File: src/rtl/sysid_check_master.sv
// Avalon-MM read master that reads the system-ID slave (ID at word 0, timestamp at word 1)
// and reports whether both match the values the software build expects.
module sysid_check_master #(
  parameter logic [31:0] EXPECTED_ID        = 32'h0000_0000,
  parameter logic [31:0] EXPECTED_TIMESTAMP = 32'h0000_0000,
  parameter bit          CHECK_TIMESTAMP    = 1'b1,
  parameter int unsigned TIMEOUT_CYCLES     = 1024,
  parameter bit          AUTO_START         = 1'b1
) (
  input  logic        clock,
  input  logic        reset,
  input  logic        start,
  output logic        avm_address,
  output logic        avm_read,
  input  logic        avm_waitrequest,
  input  logic [31:0] avm_readdata,
  input  logic        avm_readdatavalid,
  output logic        busy,
  output logic        done,
  output logic        id_ok,
  output logic        ts_ok,
  output logic        timeout,
  output logic [31:0] id_value,
  output logic [31:0] ts_value
);

  typedef enum logic [2:0] {IDLE, REQ_ID, WAIT_ID, REQ_TS, WAIT_TS, FINISH} state_t;

  localparam logic [15:0] TO_LAST = 16'(TIMEOUT_CYCLES - 1);

  state_t      state_q;
  logic        auto_q;
  logic [15:0] cnt_q, cnt_d;
  logic        read_q, addr_q, busy_q, done_q;
  logic        id_ok_q, ts_ok_q, timeout_q;
  logic [31:0] id_value_q, ts_value_q;
  logic        accept, id_cap, ts_cap, to_hit;

  // A zero-latency slave returns data in the acceptance cycle, so capture is
  // legal in REQ_x only when waitrequest is low; earlier readdatavalid is ignored.
  always_comb begin
    cnt_d  = cnt_q + 16'd1;
    accept = ((state_q == REQ_ID) || (state_q == REQ_TS)) && !avm_waitrequest;
    id_cap = avm_readdatavalid &&
             ((state_q == WAIT_ID) || ((state_q == REQ_ID) && !avm_waitrequest));
    ts_cap = avm_readdatavalid &&
             ((state_q == WAIT_TS) || ((state_q == REQ_TS) && !avm_waitrequest));
    to_hit = (cnt_q >= TO_LAST);
  end

  always_ff @(posedge clock) begin
    if (reset) begin
      state_q    <= IDLE;
      auto_q     <= AUTO_START;
      cnt_q      <= '0;
      read_q     <= 1'b0;
      addr_q     <= 1'b0;
      busy_q     <= 1'b0;
      done_q     <= 1'b0;
      id_ok_q    <= 1'b0;
      ts_ok_q    <= 1'b0;
      timeout_q  <= 1'b0;
      id_value_q <= '0;
      ts_value_q <= '0;
    end else begin
      cnt_q <= cnt_d;
      unique case (state_q)
        IDLE: begin
          if (start || auto_q) begin
            auto_q    <= 1'b0;
            state_q   <= REQ_ID;
            read_q    <= 1'b1;
            addr_q    <= 1'b0;
            busy_q    <= 1'b1;
            done_q    <= 1'b0;
            id_ok_q   <= 1'b0;
            ts_ok_q   <= 1'b0;
            timeout_q <= 1'b0;
            cnt_q     <= '0;
          end
        end
        REQ_ID, WAIT_ID: begin
          if (id_cap) begin
            id_value_q <= avm_readdata;
            id_ok_q    <= (avm_readdata == EXPECTED_ID);
            if (CHECK_TIMESTAMP) begin
              state_q <= REQ_TS;
              read_q  <= 1'b1;
              addr_q  <= 1'b1;
              cnt_q   <= '0;
            end else begin
              ts_ok_q    <= 1'b1;
              ts_value_q <= '0;
              read_q     <= 1'b0;
              busy_q     <= 1'b0;
              done_q     <= 1'b1;
              state_q    <= FINISH;
            end
          end else if (accept) begin
            read_q  <= 1'b0;
            state_q <= WAIT_ID;
          end else if (to_hit) begin
            read_q    <= 1'b0;
            timeout_q <= 1'b1;
            busy_q    <= 1'b0;
            done_q    <= 1'b1;
            state_q   <= FINISH;
          end
        end
        REQ_TS, WAIT_TS: begin
          if (ts_cap) begin
            ts_value_q <= avm_readdata;
            ts_ok_q    <= (avm_readdata == EXPECTED_TIMESTAMP);
            read_q     <= 1'b0;
            busy_q     <= 1'b0;
            done_q     <= 1'b1;
            state_q    <= FINISH;
          end else if (accept) begin
            read_q  <= 1'b0;
            state_q <= WAIT_TS;
          end else if (to_hit) begin
            read_q    <= 1'b0;
            timeout_q <= 1'b1;
            busy_q    <= 1'b0;
            done_q    <= 1'b1;
            state_q   <= FINISH;
          end
        end
        FINISH: state_q <= IDLE;
      endcase
    end
  end

  assign avm_read    = read_q;
  assign avm_address = addr_q;
  assign busy        = busy_q;
  assign done        = done_q;
  assign id_ok       = id_ok_q;
  assign ts_ok       = ts_ok_q;
  assign timeout     = timeout_q;
  assign id_value    = id_value_q;
  assign ts_value    = ts_value_q;

endmodule

File: config.mk
export PLATFORM = sky130hd
export DESIGN_NAME = sysid_check_master
export DESIGN_NICKNAME = d
export VERILOG_FILES = /design/src/rtl/sysid_check_master.sv
export SDC_FILE = /design/constraint.sdc
export NUM_CORES = 1
export LEC_CHECK = 0
export ABC_CLOCK_PERIOD_IN_PS = 2850
export BUFFER_PORTS_ARGS = -buffer_cell sky130_fd_sc_hd__buf_4
export CAP_MARGIN = 10
export CORE_ASPECT_RATIO = 1.2
export CORE_MARGIN = 2
export CORE_UTILIZATION = 55
export DETAILED_ROUTE_END_ITERATION = 10
export PLACE_DENSITY = 0.85
export SLEW_MARGIN = 20
export SYNTH_ARGS = -nofsm -noshare
export SYNTH_HDL_FRONTEND = slang
export SYNTH_SLANG_ARGS = --single-unit
File: constraint.sdc
create_clock -name clock -period 2.85 [get_ports clock]
set_input_delay 0.1425 -clock clock [delete_from_list [all_inputs] [get_ports clock]]
set_output_delay 0.1425 -clock clock [all_outputs]
set_load 0.02 [all_outputs]
======== Word level (Yosys, flattened, before mapping) ========
Index checks and enable logic that the tools add are counted.
storage, ports and cells
  flip-flop bits (word level) ............. 91
  bits of input ports ..................... 37
  output and inout port bits .............. 71
  word-level logic and storage cells ...... 87
operators by class
  add/subtract/negate cells ............... 1
  order comparisons ....................... 1
  equal/unequal tests ..................... 10
  mux-type cells .......................... 38
  reduce and logical (&&, ||, !) cells .... 25
operators by type and width
  cell                                                   number
  zero test 32 bit                                       1
  two-way mux 16 bit                                     2
  case mux 16 bit (2 select lines)                       1
  two-way mux 1 bit                                      21
  two-way mux 3 bit                                      6
  adder 16 x 1 -> 16 bit, second input constant          1
  >= comparator 16 x 10 -> 1 bit, second input constant  1
  case mux 1 bit (3 select lines)                        4
  case mux 3 bit (4 select lines)                        1
  != test 2 bit, second input constant                   5
  AND reduction 3 bit                                    3
  AND reduction 2 bit                                    4
  equality test 3 x 2 -> 1 bit, second input constant    2
  equality test 3 bit, second input constant             2
  case mux 1 bit (2 select lines)                        3
  logical AND 1 bit                                      5
  logical OR 1 bit                                       4
  AND reduction 4 bit                                    1
  nonzero test 2 bit                                     2
  OR reduction 2 bit                                     2
  equality test 3 x 1 -> 1 bit, second input constant    1
  zero test 3 bit                                        1
  nonzero test 3 bit                                     1
  zero test 1 bit                                        1

======== Depth between registers and ports, before layout ========
Gate-level depths: netlist of run 1.
  depth in word-level cells ............... 6
  gate-level depth with buffers ........... 6
  mapped depth without buffers ............ 5

======== Least setup slack after synthesis of run 1 ========
No wires, ideal clock.
  path type ............................... reg2reg
  start point ............................. reg cnt_q[4]
  end point ............................... reg cnt_q[15]
  setup time .............................. 0.072 ns
  data arrival time ....................... 1.650 ns
  data required time ...................... 2.778 ns
  path slack .............................. 1.128 ns
  cell stages (with the launch flop) ...... 6
  buffers on the path ..................... 1
  clock period less this slack ............ 1.722 ns
  path through ............................ dfxtp_1 > nand4_2 > or3_1 > buf_2 > or4_1 > a21oi_1
on the way
  cells in the longest elaborated chain, start to end .. 3
  elaborated cells between the ends (all ways) .. 4
  those cells by class .................... 1 x add/sub; 3 x mux
RTL lines
  what                                          line    source
  from (decl)                                   33      logic [15:0] cnt_q, cnt_d;
  from (signal assigned)                        66      cnt_q <= cnt_d;
  adder 16 x 1 -> 16 bit (*)                    42      cnt_d = cnt_q + 16'd1;
  two-way mux 16 bit, on equally long branches  83, 69
  case mux 16 bit (2 select lines) (*)          67      unique case (state_q)
Mark *: on every way between the ends. The rest lies on a longest branch, timed or not.
A chain may end at the register's enable or synchronous reset.

======== Worst setup path after layout of run 1 ========
  start point ............................. reg state_q[2]
  end point ............................... reg ts_value_q[4] (netlist: ts_value[4])
on the way
  cells in the longest elaborated chain, start to end .. 5
  elaborated cells between the ends (all ways) .. 7
  those cells by class .................... 2 x eq/ne; 5 x reduce/logical
RTL lines
  what                                      line    source
  from (decl)                               31      state_t state_q;
  from (signal assigned)                    53      state_q <= IDLE;
  from (signal assigned)                    71      state_q <= REQ_ID;
  from (signal assigned)                    87      state_q <= REQ_TS;
  equality test 3 x 2 -> 1 bit              47, 67
  logical AND 1 bit                         47      ((state_q == WAIT_TS) || ((state_q == REQ_TS) && !avm_waitrequest));
  logical OR 1 bit                          47
  logical AND 1 bit                         46      ts_cap = avm_readdatavalid &&
  AND reduction 2 bit (no source line) (*)  -
  to (signal assigned)                      112     ts_value_q <= avm_readdata;
  to (decl)                                 36      logic [31:0] id_value_q, ts_value_q;
Marked as above.

==> results.py, run 1 <==
metrics = {
    "timing": {
        "hold_violations": 0,
        "fmax_mhz": 476,
        "fin_setup_tns_ps": 0,
        "slew_violations": 0,
        "finalSetupViolCount": 0,
        "maxSlewHeadroom_pct": 51.5,
        "post-route-period-util_pct": 73.7,
        "skew_ps": 15.7,
        "fin_crit_ps": 2100,
        "rsz0062_at_grt": "false",
        "worst_pin_slew_ps": 722,
        "setup_slack_ps": 749,
    },
    "power_and_ir_drop": {
        "leakagePower_nw": 1.81,
        "power_mw": 2.67,
        "p_per_area_nw_per_um2": 570,
        "peakVddDrop_mv": 0.340,
    },
    "routing": {
        "drt-wirelength-per-cell_um": 15.1,
        "wl_met3_um": 690,
        "highest_layer": "met4",
        "first_pass_iters": 5,
        "via_count": 3575,
        "drt_iter0_markers": 249,
        "drt-total-wl_um": 9640,
        "avgViaCountPerCell": 5.59,
        "wl_met2_um": 4830,
        "drc_errors": 0,
        "postRouteAntennaNets": 0,
        "m1WireLength_um": 3880,
    },
    "die": {
        "start_util_pct": 56.3,
        "rows": 32,
        "die_y_um": 92.4,
        "core_area_sq_um": 6370,
        "die-width_um": 77.7,
        "die_area_sq_um": 7180,
        "ioPinCount": 108,
    },
    "worst_hold_path": {
        "hp-class": "input port to flop",
    },
    "setup_path": {
        "path_delay_family": "flip-flops",
        "crit_buf_inv": 1,
        "endpoint_kind": "flop",
        "path_cells": "nor3b_1 > o21a_1 > buf_4 > nand2_1 > a21oi_1",
        "setup.worst_path.start_class": "flop",
        "worstPathRequired_ps": 3130,
        "cp.arrival_ps": 2380,
        "criticalPathCategory": "flop to flop",
        "crit_fanout": 32,
        "slowest_stage": "dfxtp_1",
        "cpPeakStageDelay_ps": 580,
    },
    "clock_tree": {
        "cts_buffer_depth": 2,
        "cts_hold_buf": 0,
        "insertion_delay_ps": 360,
        "cts_resized": 0,
        "post_cts_buffers": 0,
        "cts_tree": "done",
        "path_clk_slew_ps": 100,
        "numCtsBuffers": 9,
        "cts_sinks": 91,
        "root_buffer": "clkbuf_8",
        "cts-htree-levels": 3,
    },
    "synth": {
        "avgSynthCellArea_sq_um": 7.91,
        "ys_types": 42,
        "ys_ff_latch": 91,
        "syn_area_sq_um": 3580,
        "async_reset_ff_share_pct": 0,
        "synth-edff-count": 0,
        "syn_nets": 491,
        "seq_area_frac_synth_pct": 50.9,
        "yosys_most_used_dff": "dfxtp_1",
        "syn_inst": 453,
        "ys_warn_count": 0,
    },
    "placement": {
        "hpwl_um": 6760,
        "globalplace.congestion": 0.844,
        "dp_slack_ps": 784,
        "portBuffers": 107,
        "place_area_sq_um": 4430,
    },
    "finish": {
        "drive_gt1_share_pct": 24.5,
        "final_area_sq_um": 4680,
        "layout_commonest_cell": "nand2_1",
        "nets": 587,
        "nFillCells": 476,
        "syn2layout_area_growth_pct": 30.7,
        "layout_common_cells": "nand2_1, buf_4, dfxtp_1",
        "diodes": 0,
    },
    "grt": {
        "grt_pass1_wl_um": 15500,
        "globalRouteOverflowTotal": 0,
        "grt_pass1_vias": 3347,
        "grt_antenna_before_repair": 0,
        "grt_max_degree": 74,
        "grt_usage_pct": 26.8,
    },
    "flow_run": {
        "cap_violations": 0,
    },
    "run_status": {
        "status": "completed",
    },
}
[routing by layer]
layer  vias to the layer above  track usage, %
li1                       1731               -
met5                         -               0
met2                       154            45.8
met1                      1666            32.0
met4                         0            13.5
met3                        24            4.87
[state kept, by name (all words and copies together) (netlist names)]
name,cells
avm_read,1
auto_q,1
busy,1
cnt_q,16
ts_value,32
timeout,1
done,1
id_value,32
avm_address,1
ts_ok,1
id_ok,1
state_q,3
[report_power, final]
group          internal (mW)  switching [mW]
Sequential              1.31          0.0277
Clock                  0.589           0.470
Combinational          0.113           0.165
[worst register-to-register path: cells and delay by family, from the launching register on]
family	cells	cell delay [ps]
buffers and inverters	1	380
and+or+nand+nor	2	590
DFF	1	580
AOI/OAI and AO/OA	2	480
[Yosys cell counts (2+ instances only)]
cell	number	area share (%)
a211oi_1	2	0.42
a21oi_1	75	10
a221oi_1	2	0.49
buf_1	2	0.21
buf_2	3	0.42
clkbuf_1	22	2.3
dfxtp_1	91	51
inv_1	8	0.84
nand2_1	130	14
nand2b_1	2	0.35
nand3_1	5	0.70
nand4_1	7	1.2
nor2_1	23	2.4
nor2b_1	4	0.70
nor3_1	7	0.98
nor3b_1	5	1.0
nor4_1	12	2.1
o21a_1	3	0.63
o21ai_0	9	1.3
o21ai_1	2	0.28
o21bai_1	2	0.42
or3_1	6	1.0
or3_2	3	0.63
or4_1	2	0.42
xnor2_1	5	1.2
xor2_1	5	1.2
[cell type report]
class | count | area, sq um | share of cell area [%]
tap | 85 | 106 | 2.27
inverter | 8 | 30.0 | 0.641
clock buffer | 9 | 124 | 2.65
multi-input combinational | 327 | 1640 | 35.0
timing repair buffer | 112 | 841 | 18.0
clock inverter | 7 | 123 | 2.62
sequential | 91 | 1820 | 38.9
[metrics by stage]
| stage | cells | hold slack (ps) | util (%) |
|---|---|---|---|
| finish | 639 | 34.9 | 73.5 |
| global route | 639 | 32.3 | 73.5 |
| CTS | 639 | 25.5 | 73.5 |
| detailed placement | 623 | 416 | 69.6 |
| global placement | 623 | 411 | 69.6 |
| floorplan | 453 | 279 | - |
[logic make-up (layout without fill, tap and decap cells)]
logic type / after synthesis / count (layout) / synth area share (%)
AND/OR/NAND/NOR: 211 / 211 / 26.4
flip-flops: 91 / 91 / 50.9
adder cells (fa/ha/maj): 1 / 1 / 0.349
buffers and inverters: 35 / 136 / 3.77
AO/OA/AOI/OAI: 105 / 105 / 16.1
XOR/XNOR: 10 / 10 / 2.44
[final timing paths]
check                        start           end  slack (ps)  cells after the start
setup / recovery        state_q[2]   ts_value[4]         750                      5
hold / removal    avm_readdata[12]  id_value[12]          30                      3
setup reg to reg        state_q[2]   ts_value[4]         750                      5
hold reg to reg        id_value[7]   id_value[7]         460                      2
Note: power is estimated with default switching activity, not from simulation.
==> inputs of run 2 (changes only) <==
--- a/config.mk
+++ b/config.mk
@@ -5,14 +5,15 @@
 export SDC_FILE = /design/constraint.sdc
 export NUM_CORES = 1
 export LEC_CHECK = 0
-export ABC_CLOCK_PERIOD_IN_PS = 2850
+export ABC_AREA = 1
+export ABC_CLOCK_PERIOD_IN_PS = 1900
 export BUFFER_PORTS_ARGS = -buffer_cell sky130_fd_sc_hd__buf_4
 export CAP_MARGIN = 10
 export CORE_ASPECT_RATIO = 1.2
 export CORE_MARGIN = 2
-export CORE_UTILIZATION = 55
+export CORE_UTILIZATION = 46
 export DETAILED_ROUTE_END_ITERATION = 10
-export PLACE_DENSITY = 0.85
+export PLACE_DENSITY = 0.75
 export SLEW_MARGIN = 20
 export SYNTH_ARGS = -nofsm -noshare
 export SYNTH_HDL_FRONTEND = slang
==> constraint.sdc (replaced) <==
create_clock -name clock -period 1.9 [get_ports clock]
set_input_delay 0.095 -clock clock [delete_from_list [all_inputs] [get_ports clock]]
set_output_delay 0.095 -clock clock [all_outputs]
set_load 0.02 [all_outputs]
==> results.py, run 2 <==
metrics = {
    "run_status": {
        "status": "completed",
    },
    "routing": {
        "postRouteAntennaNets": 0,
        "avgViaCountPerCell": 5.00,
        "drt-wirelength-per-cell_um": 13.5,
        "drt-total-wl_um": 9560,
        "first_pass_iters": 4,
        "via_count": 3539,
        "drt_iter0_markers": 146,
        "drc_errors": 0,
    },
    "timing": {
        "fin_setup_tns_ps": 0,
        "fin_crit_ps": 1610,
        "rsz0062_at_grt": "false",
        "finalSetupViolCount": 0,
        "hold_violations": 0,
        "worst_pin_slew_ps": 429,
        "post-route-period-util_pct": 84.7,
        "slew_violations": 0,
        "maxSlewHeadroom_pct": 71.3,
        "fmax_mhz": 621,
        "whs_ps": 3.06,
        "skew_ps": 8.05,
    },
    "synth": {
        "yosys.area_share.simple_pct": 27.6,
        "syn_nets": 531,
        "ys_warn_count": 0,
        "yosysTopAreaCell": "dfxtp_1",
        "yosys.cell_count.top_type": "nor2_1",
        "synth_xor_area_share_pct": 1.19,
        "ys_types": 30,
        "syn_inst": 493,
        "yosys_most_used_dff": "dfxtp_1",
        "synth_compound_area_share_pct": 14.5,
        "synth.top_cell.area_share_pct": 49.7,
        "synth-edff-count": 0,
        "synth_commonest_cells": "nor2_1, dfxtp_1, o21ai_0",
        "avgSynthCellArea_sq_um": 7.44,
        "ys_ff_latch": 91,
        "synth_top_family_by_area": "simple AND/OR/NAND/NOR gates",
        "synth-adder-area-share_pct": 0.341,
        "synthMuxAreaShare_pct": 0,
        "async_reset_ff_share_pct": 0,
        "synth.top_cells.by_area": "dfxtp_1, nor2_1, o21ai_0, nand2_1, a21oi_1",
        "seq_area_frac_synth_pct": 49.7,
        "syn_area_sq_um": 3670,
    },
    "die": {
        "die_area_sq_um": 8710,
        "die_y_um": 102,
        "ioPinCount": 108,
        "die-width_um": 85.5,
        "rows": 35,
        "core_area_sq_um": 7710,
        "start_util_pct": 47.6,
    },
    "setup_path": {
        "crit_fanout": 12,
        "reg2reg_depth": 7,
        "worstReg2RegStart": "state_q[1]",
        "crit_path_end": "cnt_q[8]",
        "endpoint_kind": "flop",
        "r2r-end": "cnt_q[8]",
        "critical_path.startpoint": "state_q[1]",
        "cp.arrival_ps": 1890,
        "setup.worst_path.start_class": "flop",
        "criticalPathCategory": "flop to flop",
        "worstPathRequired_ps": 2180,
        "ff2ff_setup_slack_ps": 290,
    },
    "flow_run": {
        "cap_violations": 0,
    },
    "clock_tree": {
        "cts_buffer_depth": 2,
        "numCtsBuffers": 9,
        "cts-htree-levels": 3,
        "cts_tree": "done",
        "insertion_delay_ps": 370,
        "cts_sinks": 91,
        "path_clk_slew_ps": 90,
        "cts_resized": 0,
        "root_buffer": "clkbuf_8",
    },
    "finish": {
        "layout_common_cells": "nor2_1, buf_4, dfxtp_1",
        "post-route-util_pct": 64.0,
        "syn2layout_area_growth_pct": 34.5,
        "diodes": 0,
        "nets": 649,
        "layout_commonest_cell": "nor2_1",
        "drive_gt1_share_pct": 25.5,
    },
    "grt": {
        "grt_max_degree": 47,
        "grt_antenna_before_repair": 0,
        "grt_usage_pct": 22.9,
        "grt_pass1_vias": 3430,
        "globalRouteOverflowTotal": 0,
        "grt_pass1_wl_um": 16000,
    },
    "worst_hold_path": {
        "hp-class": "input port to flop",
    },
    "power_and_ir_drop": {
        "peakVddDrop_mv": 0.535,
        "leakagePower_nw": 2.18,
        "p_per_area_nw_per_um2": 844,
    },
    "placement": {
        "globalplace.congestion": 0.836,
        "portBuffers": 107,
        "hpwl_um": 6790,
    },
}
-- run 2: metal layers --
metal / track usage [%] / wire (um) / up-vias
met4: 9.16 / 207 / 0
met3: 6.22 / 595 / 16
met2: 38.9 / 4660 / 95
met5: 0 / 0 / -
li1: - / - / 1814
met1: 27.6 / 4100 / 1614
-- run 2: metrics by stage --
step,setup WS [ps],cells,cell area (sq um),power (mW)
6_report,291,708,4940,4.17
5_1_grt,124,708,4940,4.33
4_1_cts,307,708,4940,4.18
3_5_place_dp,330,679,4560,2.58
3_3_place_gp,375,679,4560,2.57
2_1_floorplan,531,493,3670,2.36
-- run 2: repair_timing --
action                                 CTS  global route
hold buffers                            13             0
setup buffers                            0             0
endpoints found under the hold margin   20             0
-- run 2: worst max-delay path, stage by stage, from the launching register on --
cell and delay, ps:
dfxtp_1 370, nor2_1 140, inv_1 80, nor2_2 250, nand2_2 150, o21ai_4 100
nand2_2 240, nor3_1 210
-- run 2: worst min-delay path by stage --
stage,cells past startpoint,slack [ps],from,end
3_3_place_gp,2,340,reset,avm_address
5_1_grt,3,0.4,avm_readdata[16],id_value[16]
6_report,3,3,avm_readdata[23],ts_value[23]
2_1_floorplan,1,160,reset,avm_address
3_5_place_dp,2,350,reset,avm_address
4_1_cts,3,0.5,avm_readdata[9],ts_value[9]
-- run 2: cell families after synthesis --
group                      Yosys count
AOI/OAI and AO/OA                  103
xor gates and xnor gates             5
adders and majority gates            1
buffers and inverters               59
DFF                                 91
and+or+nand+nor                    234
-- run 2: power by group --
group          leakage, nW  internal (mW)  switching [mW]  total, mW
sequential           0.738           1.97          0.0433       2.01
clock                0.123          0.912           0.699       1.61
combinational         1.32          0.224           0.318      0.542
-- run 2: area by class of cell --
cell class	instances	area, sq um
Fill cell	714	2770
Sequential cell	91	1820
Multi-Input combinational cell	343	1600
Timing Repair Buffer	127	998
Inverter	39	149
Clock buffer	10	138
Tap cell	92	115
Clock inverter	6	111
==> inputs of run 3 (changes only) <==
--- a/config.mk
+++ b/config.mk
@@ -6,7 +6,7 @@
 export NUM_CORES = 1
 export LEC_CHECK = 0
 export ABC_AREA = 1
-export ABC_CLOCK_PERIOD_IN_PS = 1900
+export ABC_CLOCK_PERIOD_IN_PS = 1400
 export BUFFER_PORTS_ARGS = -buffer_cell sky130_fd_sc_hd__buf_4
 export CAP_MARGIN = 10
 export CORE_ASPECT_RATIO = 1.2
==> constraint.sdc (replaced) <==
create_clock -name clock -period 1.4 [get_ports clock]
set_input_delay 0.07 -clock clock [delete_from_list [all_inputs] [get_ports clock]]
set_output_delay 0.07 -clock clock [all_outputs]
set_load 0.02 [all_outputs]
==> results.py, run 3 (synthesized netlist as in run 2, its figures left out) <==
metrics = {
    "grt": {
        "grt_pass1_wl_um": 16800,
        "grt_pass1_vias": 3687,
        "globalRouteOverflowTotal": 0,
        "grt_usage_pct": 24.2,
        "grt_max_degree": 50,
        "grt_antenna_before_repair": 0,
    },
    "placement": {
        "portBuffers": 107,
        "globalplace.congestion": 0.817,
        "place_area_sq_um": 4790,
        "hpwl_um": 7200,
    },
    "die": {
        "ioPinCount": 108,
        "die_y_um": 102,
        "rows": 35,
        "die_area_sq_um": 8710,
        "die-width_um": 85.5,
        "core_area_sq_um": 7710,
        "start_util_pct": 47.6,
    },
    "routing": {
        "wl_met2_um": 5700,
        "via_count": 3903,
        "drt_iter0_markers": 160,
        "drc_errors": 0,
        "postRouteAntennaNets": 0,
        "first_pass_iters": 4,
        "drt-total-wl_um": 11000,
        "avgViaCountPerCell": 5.10,
        "highest_layer": "met4",
        "m1WireLength_um": 4340,
        "drt-wirelength-per-cell_um": 14.3,
        "wl_met3_um": 662,
    },
    "clock_tree": {
        "insertion_delay_ps": 360,
        "cts_sinks": 91,
        "cts_tree": "done",
        "root_buffer": "clkbuf_8",
        "cts-htree-levels": 3,
        "cts_buffer_depth": 2,
        "numCtsBuffers": 9,
        "path_clk_slew_ps": 80,
    },
    "power_and_ir_drop": {
        "peakVddDrop_mv": 0.693,
        "p_per_area_nw_per_um2": 937,
        "leakagePower_nw": 2.46,
    },
    "setup_path": {
        "slowest_stage": "dfxtp_4",
        "path_delay_family": "simple AND/OR/NAND/NOR gates",
        "cpPeakStageDelay_ps": 410,
        "criticalPathCategory": "flop to flop",
        "worstPathRequired_ps": 1680,
        "crit_fanout": 6,
        "crit_buf_inv": 3,
        "setup.worst_path.start_class": "flop",
        "cp.arrival_ps": 1670,
        "path_cells": "inv_4 > nand3_4 > nand2_4 > nand3_4 > inv_8 > o21ai_4 > nand2_4 > buf_12 > nor3_2",
        "endpoint_kind": "flop",
    },
    "finish": {
        "layout_common_cells": "buf_4, nor2_1, dfxtp_1",
        "drive_gt1_share_pct": 34.3,
        "nets": 706,
        "layout_commonest_cell": "buf_4",
        "syn2layout_area_growth_pct": 53.0,
        "diodes": 0,
        "final_area_sq_um": 5610,
    },
    "timing": {
        "finalSetupViolCount": 0,
        "worst_pin_slew_ps": 375,
        "rsz0062_at_grt": "true",
        "fin_setup_tns_ps": 0,
        "maxSlewHeadroom_pct": 74.9,
        "post-route-period-util_pct": 98.7,
        "fin_crit_ps": 1380,
        "skew_ps": 13.2,
        "slew_violations": 0,
        "fmax_mhz": 724,
        "hold_violations": 0,
    },
    "worst_hold_path": {
        "hp-class": "input port to flop",
    },
    "run_status": {
        "status": "completed",
    },
    "flow_run": {
        "cap_violations": 0,
    },
}
-- run 3: changes by cell type in the layout (fill, tap and decap cells not counted), sizes merged --
cell         previous run  this run
buf                   114       150
dlygate4sd3            13        33
bufinv                  3         0
clkbuf                 10        12
clkinv                  1         2
clkinvlp                1         2
-- run 3: stage by stage --
stage / cells / worst slack, ps / hold slack [ps] / power (mW) / utilization, %
5_1_grt: 765 / -56.9 / 126 / 5.46 / 72.8
2_1_floorplan: 493 / 30.8 / 139 / 3.20 / -
3_3_place_gp: 705 / -19.9 / 339 / 3.54 / 62.1
6_report: 765 / 18.0 / 115 / 5.26 / 72.8
3_5_place_dp: 705 / -71.8 / 330 / 3.55 / 62.1
4_1_cts: 755 / 14.7 / 103 / 5.18 / 69.0
-- run 3: final cells by class --
class	instances	area [sq um]
fillers	550	2090
flip-flops and latches	91	1840
multi-input cells	343	1770
repair buffers	184	1560
inverters	39	164
clock buffers	11	131
well taps	92	115
clock inverters	5	37.5
-- run 3: power by group --
part / switching, mW / total [mW] / internal [mW]
clock: 0.929 / 1.58 / 0.653
sequential: 0.0633 / 2.73 / 2.67
combinational: 0.506 / 0.945 / 0.439
-- run 3: worst reg2reg max path, delay by kind of cell, from the launching register on --
kind | cells | cell delay (ps)
AO/OA/AOI/OAI | 1 | 180
buffers and inverters | 3 | 270
flip-flops | 1 | 410
AND/OR/NAND/NOR | 5 | 470
-- run 3: repair_timing --
| action | 4_1_cts | 5_1_grt |
|---|---|---|
| hold buffers | 33 | 0 |
| setup endpoints to repair | 22 | 87 |
| hold endpoints to repair | 61 | 0 |
| gates resized for setup | 7 | 79 |
| buffers inserted | 1 | 9 |
| pin swaps | 1 | 16 |
| cloned | 0 | 1 |
-- run 3: final timing paths --
path | end | depth (start not counted) | start | slack [ps]
max | cnt_q[12] | 9 | state_q[0] | 20
min reg2reg | done | 2 | done | 450
max reg2reg | cnt_q[12] | 9 | state_q[0] | 20
min | busy | 3 | start | 110
-- run 3: routing by layer --
| metal | global-route usage (%) | vias to the layer above |
|---|---|---|
| met5 | 0 | - |
| met4 | 8.67 | 0 |
| met3 | 6.62 | 23 |
| met2 | 43.5 | 130 |
| met1 | 27.5 | 1823 |
| li1 | - | 1927 |
